File: config.mk
export PLATFORM = sky130hd
export DESIGN_NAME = dp_dtm_dm
export DESIGN_NICKNAME = d
export VERILOG_FILES = /design/src/rtl/dp_dtm_dm.sv
export SDC_FILE = /design/constraint.sdc
export NUM_CORES = 1
export LEC_CHECK = 0
export ABC_CLOCK_PERIOD_IN_PS = 2200
export CAP_MARGIN = 20
export CORE_UTILIZATION = 42
export DETAILED_ROUTE_END_ITERATION = 7
export GPL_TIMING_DRIVEN = 0
export PLACE_DENSITY = 0.65
export SLEW_MARGIN = 40
export SYNTH_ARGS = -nofsm -noshare
export SYNTH_HDL_FRONTEND = slang
export SYNTH_SLANG_ARGS = --single-unit
File: constraint.sdc
create_clock -name tck -period 2.2 [get_ports tck]
set_input_delay 0.44 -clock tck [delete_from_list [all_inputs] [get_ports tck]]
set_output_delay 0.44 -clock tck [all_outputs]
set_load 0.005 [all_outputs]
File: src/rtl/dp_dtm_dm.sv
// dp_dtm_dm: RISC-V JTAG DTM (TAP, IR, IDCODE/DTMCS/DMI/BYPASS) with a minimal DM register stub.
module dp_dtm_dm #(
  parameter logic [31:0] IDCODE_VALUE   = 32'h1000_0001,
  parameter int          ABITS          = 7,
  parameter logic [31:0] DMSTATUS_VALUE = 32'h0000_0082
) (
  input  logic             tck,
  input  logic             trst,
  input  logic             tms,
  input  logic             tdi,
  output logic             tdo,
  output logic [ABITS-1:0] dmi_address,
  output logic [31:0]      dmi_wdata,
  output logic [31:0]      dmi_rdata,
  output logic [1:0]       dmi_op
);
  localparam int DW = ABITS + 34;
  localparam logic [3:0] TLR = 4'd0,  RTI = 4'd1,  SDR = 4'd2,  CDR = 4'd3,
                         SHD = 4'd4,  E1D = 4'd5,  PDR = 4'd6,  E2D = 4'd7,
                         UDR = 4'd8,  SIR = 4'd9,  CIR = 4'd10, SHI = 4'd11,
                         E1I = 4'd12, PIR = 4'd13, E2I = 4'd14, UIR = 4'd15;
  localparam logic [4:0] IR_IDCODE = 5'h01, IR_DTMCS = 5'h10, IR_DMI = 5'h11;
  localparam logic [ABITS-1:0] A_DATA0 = ABITS'(4), A_DATA1 = ABITS'(5),
                               A_DMCTL = ABITS'(16), A_DMSTAT = ABITS'(17);
  logic [3:0]       r_state, w_next;
  logic [4:0]       r_ir, r_ir_sh;
  logic [DW-1:0]    r_dr, w_cap, w_shift;
  logic             r_tdo;
  logic [ABITS-1:0] r_addr, r_last_addr;
  logic [31:0]      r_wdata, r_result, r_data0, r_data1, r_dmctl, w_rdata;
  logic [1:0]       r_op;
  logic             w_idc, w_dtmcs, w_dmi, w_bypass, w_issue;
  always_comb begin
    w_next = TLR;
    case (r_state)
      TLR: w_next = tms ? TLR : RTI;
      RTI: w_next = tms ? SDR : RTI;
      SDR: w_next = tms ? SIR : CDR;
      CDR: w_next = tms ? E1D : SHD;
      SHD: w_next = tms ? E1D : SHD;
      E1D: w_next = tms ? UDR : PDR;
      PDR: w_next = tms ? E2D : PDR;
      E2D: w_next = tms ? UDR : SHD;
      UDR: w_next = tms ? SDR : RTI;
      SIR: w_next = tms ? TLR : CIR;
      CIR: w_next = tms ? E1I : SHI;
      SHI: w_next = tms ? E1I : SHI;
      E1I: w_next = tms ? UIR : PIR;
      PIR: w_next = tms ? E2I : PIR;
      E2I: w_next = tms ? UIR : SHI;
      UIR: w_next = tms ? SDR : RTI;
      default: w_next = TLR;
    endcase
  end
  assign w_idc    = r_ir == IR_IDCODE;
  assign w_dtmcs  = r_ir == IR_DTMCS;
  assign w_dmi    = r_ir == IR_DMI;
  assign w_bypass = !(w_idc || w_dtmcs || w_dmi);
  assign w_cap = w_dmi   ? {r_last_addr, r_result, 2'b00} :
                 w_dtmcs ? {{(DW-32){1'b0}}, 22'b0, 6'(ABITS), 4'h1} :
                 w_idc   ? {{(DW-32){1'b0}}, IDCODE_VALUE} : '0;
  // tdi enters at the MSB of whichever register is selected
  assign w_shift = w_dmi    ? {tdi, r_dr[DW-1:1]} :
                   w_bypass ? {{(DW-1){1'b0}}, tdi} :
                              {{(DW-32){1'b0}}, tdi, r_dr[31:1]};
  assign w_issue = r_state == UDR && w_dmi && (r_dr[1:0] == 2'd1 || r_dr[1:0] == 2'd2);
  assign w_rdata = r_addr == A_DATA0  ? r_data0 :
                   r_addr == A_DATA1  ? r_data1 :
                   r_addr == A_DMCTL  ? r_dmctl :
                   r_addr == A_DMSTAT ? DMSTATUS_VALUE : 32'h0;
  always_ff @(posedge tck or negedge trst) begin
    if (!trst) begin
      r_state     <= TLR;
      r_ir        <= IR_IDCODE;
      r_ir_sh     <= '0;
      r_dr        <= '0;
      r_op        <= '0;
      r_addr      <= '0;
      r_wdata     <= '0;
      r_last_addr <= '0;
      r_result    <= '0;
      r_data0     <= '0;
      r_data1     <= '0;
      r_dmctl     <= '0;
    end else begin
      r_state <= w_next;
      r_ir    <= w_next == TLR ? IR_IDCODE : r_state == UIR ? r_ir_sh : r_ir;
      r_ir_sh <= r_state == CIR ? 5'b00001 : r_state == SHI ? {tdi, r_ir_sh[4:1]} : r_ir_sh;
      r_dr    <= r_state == CDR ? w_cap : r_state == SHD ? w_shift : r_dr;
      r_op    <= w_issue ? r_dr[1:0] : 2'b00;
      if (w_issue) begin
        r_addr  <= r_dr[DW-1:34];
        r_wdata <= r_dr[33:2];
      end
      if (r_state == UDR && w_dmi) r_last_addr <= r_dr[DW-1:34];
      // completion: capture pre-write value while the DM commits the write
      if (r_op != 2'b00) r_result <= w_rdata;
      if (r_op == 2'd2 && r_addr == A_DATA0) r_data0 <= r_wdata;
      if (r_op == 2'd2 && r_addr == A_DATA1) r_data1 <= r_wdata;
      if (r_op == 2'd2 && r_addr == A_DMCTL) r_dmctl <= r_wdata;
    end
  end
  always_ff @(negedge tck or negedge trst) begin
    if (!trst) r_tdo <= 1'b0;
    else r_tdo <= r_state == SHI ? r_ir_sh[0] : r_state == SHD ? r_dr[0] : 1'b0;
  end
  assign tdo         = r_tdo;
  assign dmi_address = r_addr;
  assign dmi_wdata   = r_wdata;
  assign dmi_rdata   = w_rdata;
  assign dmi_op      = r_op;
endmodule

==> flow_summary.ini <==
[synthesis]
synth_area_leader_cell = dfrtp_1
synth.avg_cell_area_sq_um = 12.6
netlist_area_sq_um = 10500
synth_top_cells_by_count = dfrtp_1 (230), mux2_2 (178), nand2_1 (62)
seq_area_frac_synth = 0.555
synth_top_area_share = 0.550
netlist_instances = 834
yosysWarnings = 0
ys_async_sr_fraction = 1.00
yosysMostFrequentCell = dfrtp_1
synth_edf_count = 0
synthFlopType = dfrtp_1
ys_types = 60
synth-seq-cells = 232
synth_nets = 838
netlist_top_cells_area = dfrtp_1 (55%), mux2_2 (19%), a22oi_1 (3.0%), nand2_1 (2.2%), o31ai_1 (1.9%)

[grt]
grtUsageTotal = 0.226
antenna_found_initial = 0
grt_pass1_wl_mm = 45.0
gr-total-overflow = 0
grt_pass1_vias = 7784
grt_max_degree = 63

[sta]
maxSlewHeadroom = 0.493
fmax_mhz = 374
rsz0062_at_grt = yes
worst_slack_ps = -470
min_period_over_period = 1.21
setup_violations = 33
hold_viol_final = 0
fin_skew_ps = 26.7
worstMarginPinSlew_ps = 760
hold_ws_ps = 506
drv_slew = 0
min_period_ps = 2670

[finish]
multi_input_area_sq_um = 4910
finalInstanceArea_sq_um = 14100
fillers = 1963
drive_above_1_share = 0.449
finish.net_count = 1008
num_antenna_cells = 0
finalNonFillerCells = 1347
area_growth_pct = 34.3
regArea_sq_um = 5820

[cts]
clk-insertion-delay-late_ps = 540
cts.sinks = 232
cts_buffers = 26
cts_tree = done
cts_root_buf = clkbuf_16
path_clk_slew_ps = 60
clockBufferDepth = 3
htree_levels = 1

[placement]
dp_cells = 1238
dpl_cell_area_sq_um = 11700
numPortBuffers = 77
gp_routability_congestion = 0.820
place_ws_ps = -900
hpwl_mm = 18.1

[floorplanning]
io_pins = 78
fp.dieH_um = 160
core_area_sq_um = 24400
fp-row-count = 57
initial_core_util = 0.429
die_area_sq_um = 25600
die_x_um = 160

[route]
vias = 7661
initialDrtViolationCount = 602
wl_mm = 29.0
wl_per_cell_um = 21.6
drc = 0
viasPerCell = 5.69
dr.pass1.iters = 5
ant_nets = 0

[setup_path]
crit_top_cell = buf_12
r2r-end = tdo
crit_type = register to output pin
r2r-start = r_state[0]
cpMaxStageDelayCell = dfrtp_2
start_kind = register
crit_required_ps = 1760
crit_arrival_ps = 2230
ff2ff_path_depth = 5
slowest_delay_ps = 450
cp_max_fo = 7
endpoint_kind = output pin
critPathCapture = dmi_rdata[2]
crit_chain = nor3_4 -> buf_12 -> nand2b_4 -> buf_12 -> buf_6 -> o31ai_4 -> buf_2
startpoint = dmi_address[6]
rrSetupSlack_ps = 100

[power]
p_per_area_nw_per_um2 = 865
p_leak_nw = 6.47
power_mw = 12.2
ir_drop_v = 0.000690

[status]
status = finished with violations
violations = setup timing

[flow_run]
cap_violations = 0

[worst_hold_path]
hold_class = input port to async pin
==> metal layers <==
layer	vias up	GRT usage	routed length, um
li1	3421	-	-
met1	3982	0.305	12900
met2	196	0.371	14100
met3	62	0.0322	1060
met4	0	0.0823	968
met5	-	0	0
==> metrics by stage <==
step,util,setup TNS [ps]
after floorplan,-,0
after global placement,0.477,-2184620
after detailed placement,0.481,-26530
after CTS,0.561,-13050
after global routing,0.576,-15690
final,0.576,-13350
==> where the power goes <==
group / total (mW) / leakage [nW] / internal [mW] / switching, mW
clock: 4.79 / 0.463 / 3.01 / 1.77
combinational: 2.62 / 2.79 / 1.01 / 1.62
sequential: 4.75 / 3.21 / 4.51 / 0.238
total: 12.2 / 6.47 / 8.53 / 3.63
==> timing repair <==
item | in CTS | in global routing
hold endpoints to repair | 54 | 0
hold buffers | 2 | 0
gates cloned | 2 | 2
resized for setup | 270 | 41
setup endpoints to repair | 54 | 76
setup buffers | 36 | 21
pin swaps | 30 | 27
==> flip-flops by register name (all words and copies together) (netlist names) <==
register / cells
dmi_address: 7
r_data1: 32
r_dmctl: 32
r_ir_sh: 5
r_dr: 41
r_ir: 5
dmi_wdata: 32
tdo: 1
r_result: 32
r_state: 4
dmi_op: 2
r_last_addr: 7
r_data0: 32
==> worst max-delay path, delay by kind of cell (launching register included) <==
kind	cells	cell delay (ps)
AOI/OAI and AO/OA	1	330
DFF	1	450
buffers and inverters	4	600
and+or+nand+nor	2	330
==> cell usage in the layout, fill, tap and decap left out, types with 16 or more instances in the layout <==
cell	n
o31ai_4	17
o21ai_0	16
a22oi_1	42
mux2_2	178
buf_6	23
a21oi_1	18
clkbuf_16	29
nand3_1	17
buf_2	45
nand2_1	62
dfrtp_1	223
clkdlybuf4s50_1	43
buf_4	50
o21ai_1	19
==> layout make-up <==
class	count	area share
Sequential cell	232	0.414
Multi-Input combinational cell	531	0.349
Timing Repair Buffer	143	0.0974
Clock buffer	35	0.0515
Buffer	65	0.0419
Tap cell	324	0.0288
Clock inverter	12	0.0162
Inverter	5	0.00133
==> how the worst min path moves through the flow <==
| stage | startpoint | end | slack (ps) | cells past startpoint |
|---|---|---|---|---|
| 2_1_floorplan | trst | dmi_address[0] | 140 | 0 |
| 3_3_place_gp | r_data1[1] | r_data1[1] | 480 | 1 |
| 3_5_place_dp | trst | r_dmctl[16] | 400 | 1 |
| 4_1_cts | trst | r_result[15] | 510 | 3 |
| 5_1_grt | r_data0[4] | r_data0[4] | 510 | 1 |
| 6_report | trst | r_dr[19] | 510 | 3 |
==> kinds of logic (layout without fill, tap and decap cells) <==
logic type	count (synthesis)	count (layout)	synth area share
compound gates	195	195	0.127
flops	232	232	0.555
buf+inv	71	260	0.0378
xor+xnor	3	3	0.00251
simple gates	141	141	0.0733
mux	192	192	0.205
No activity file was read; power rests on OpenSTA's default activity.
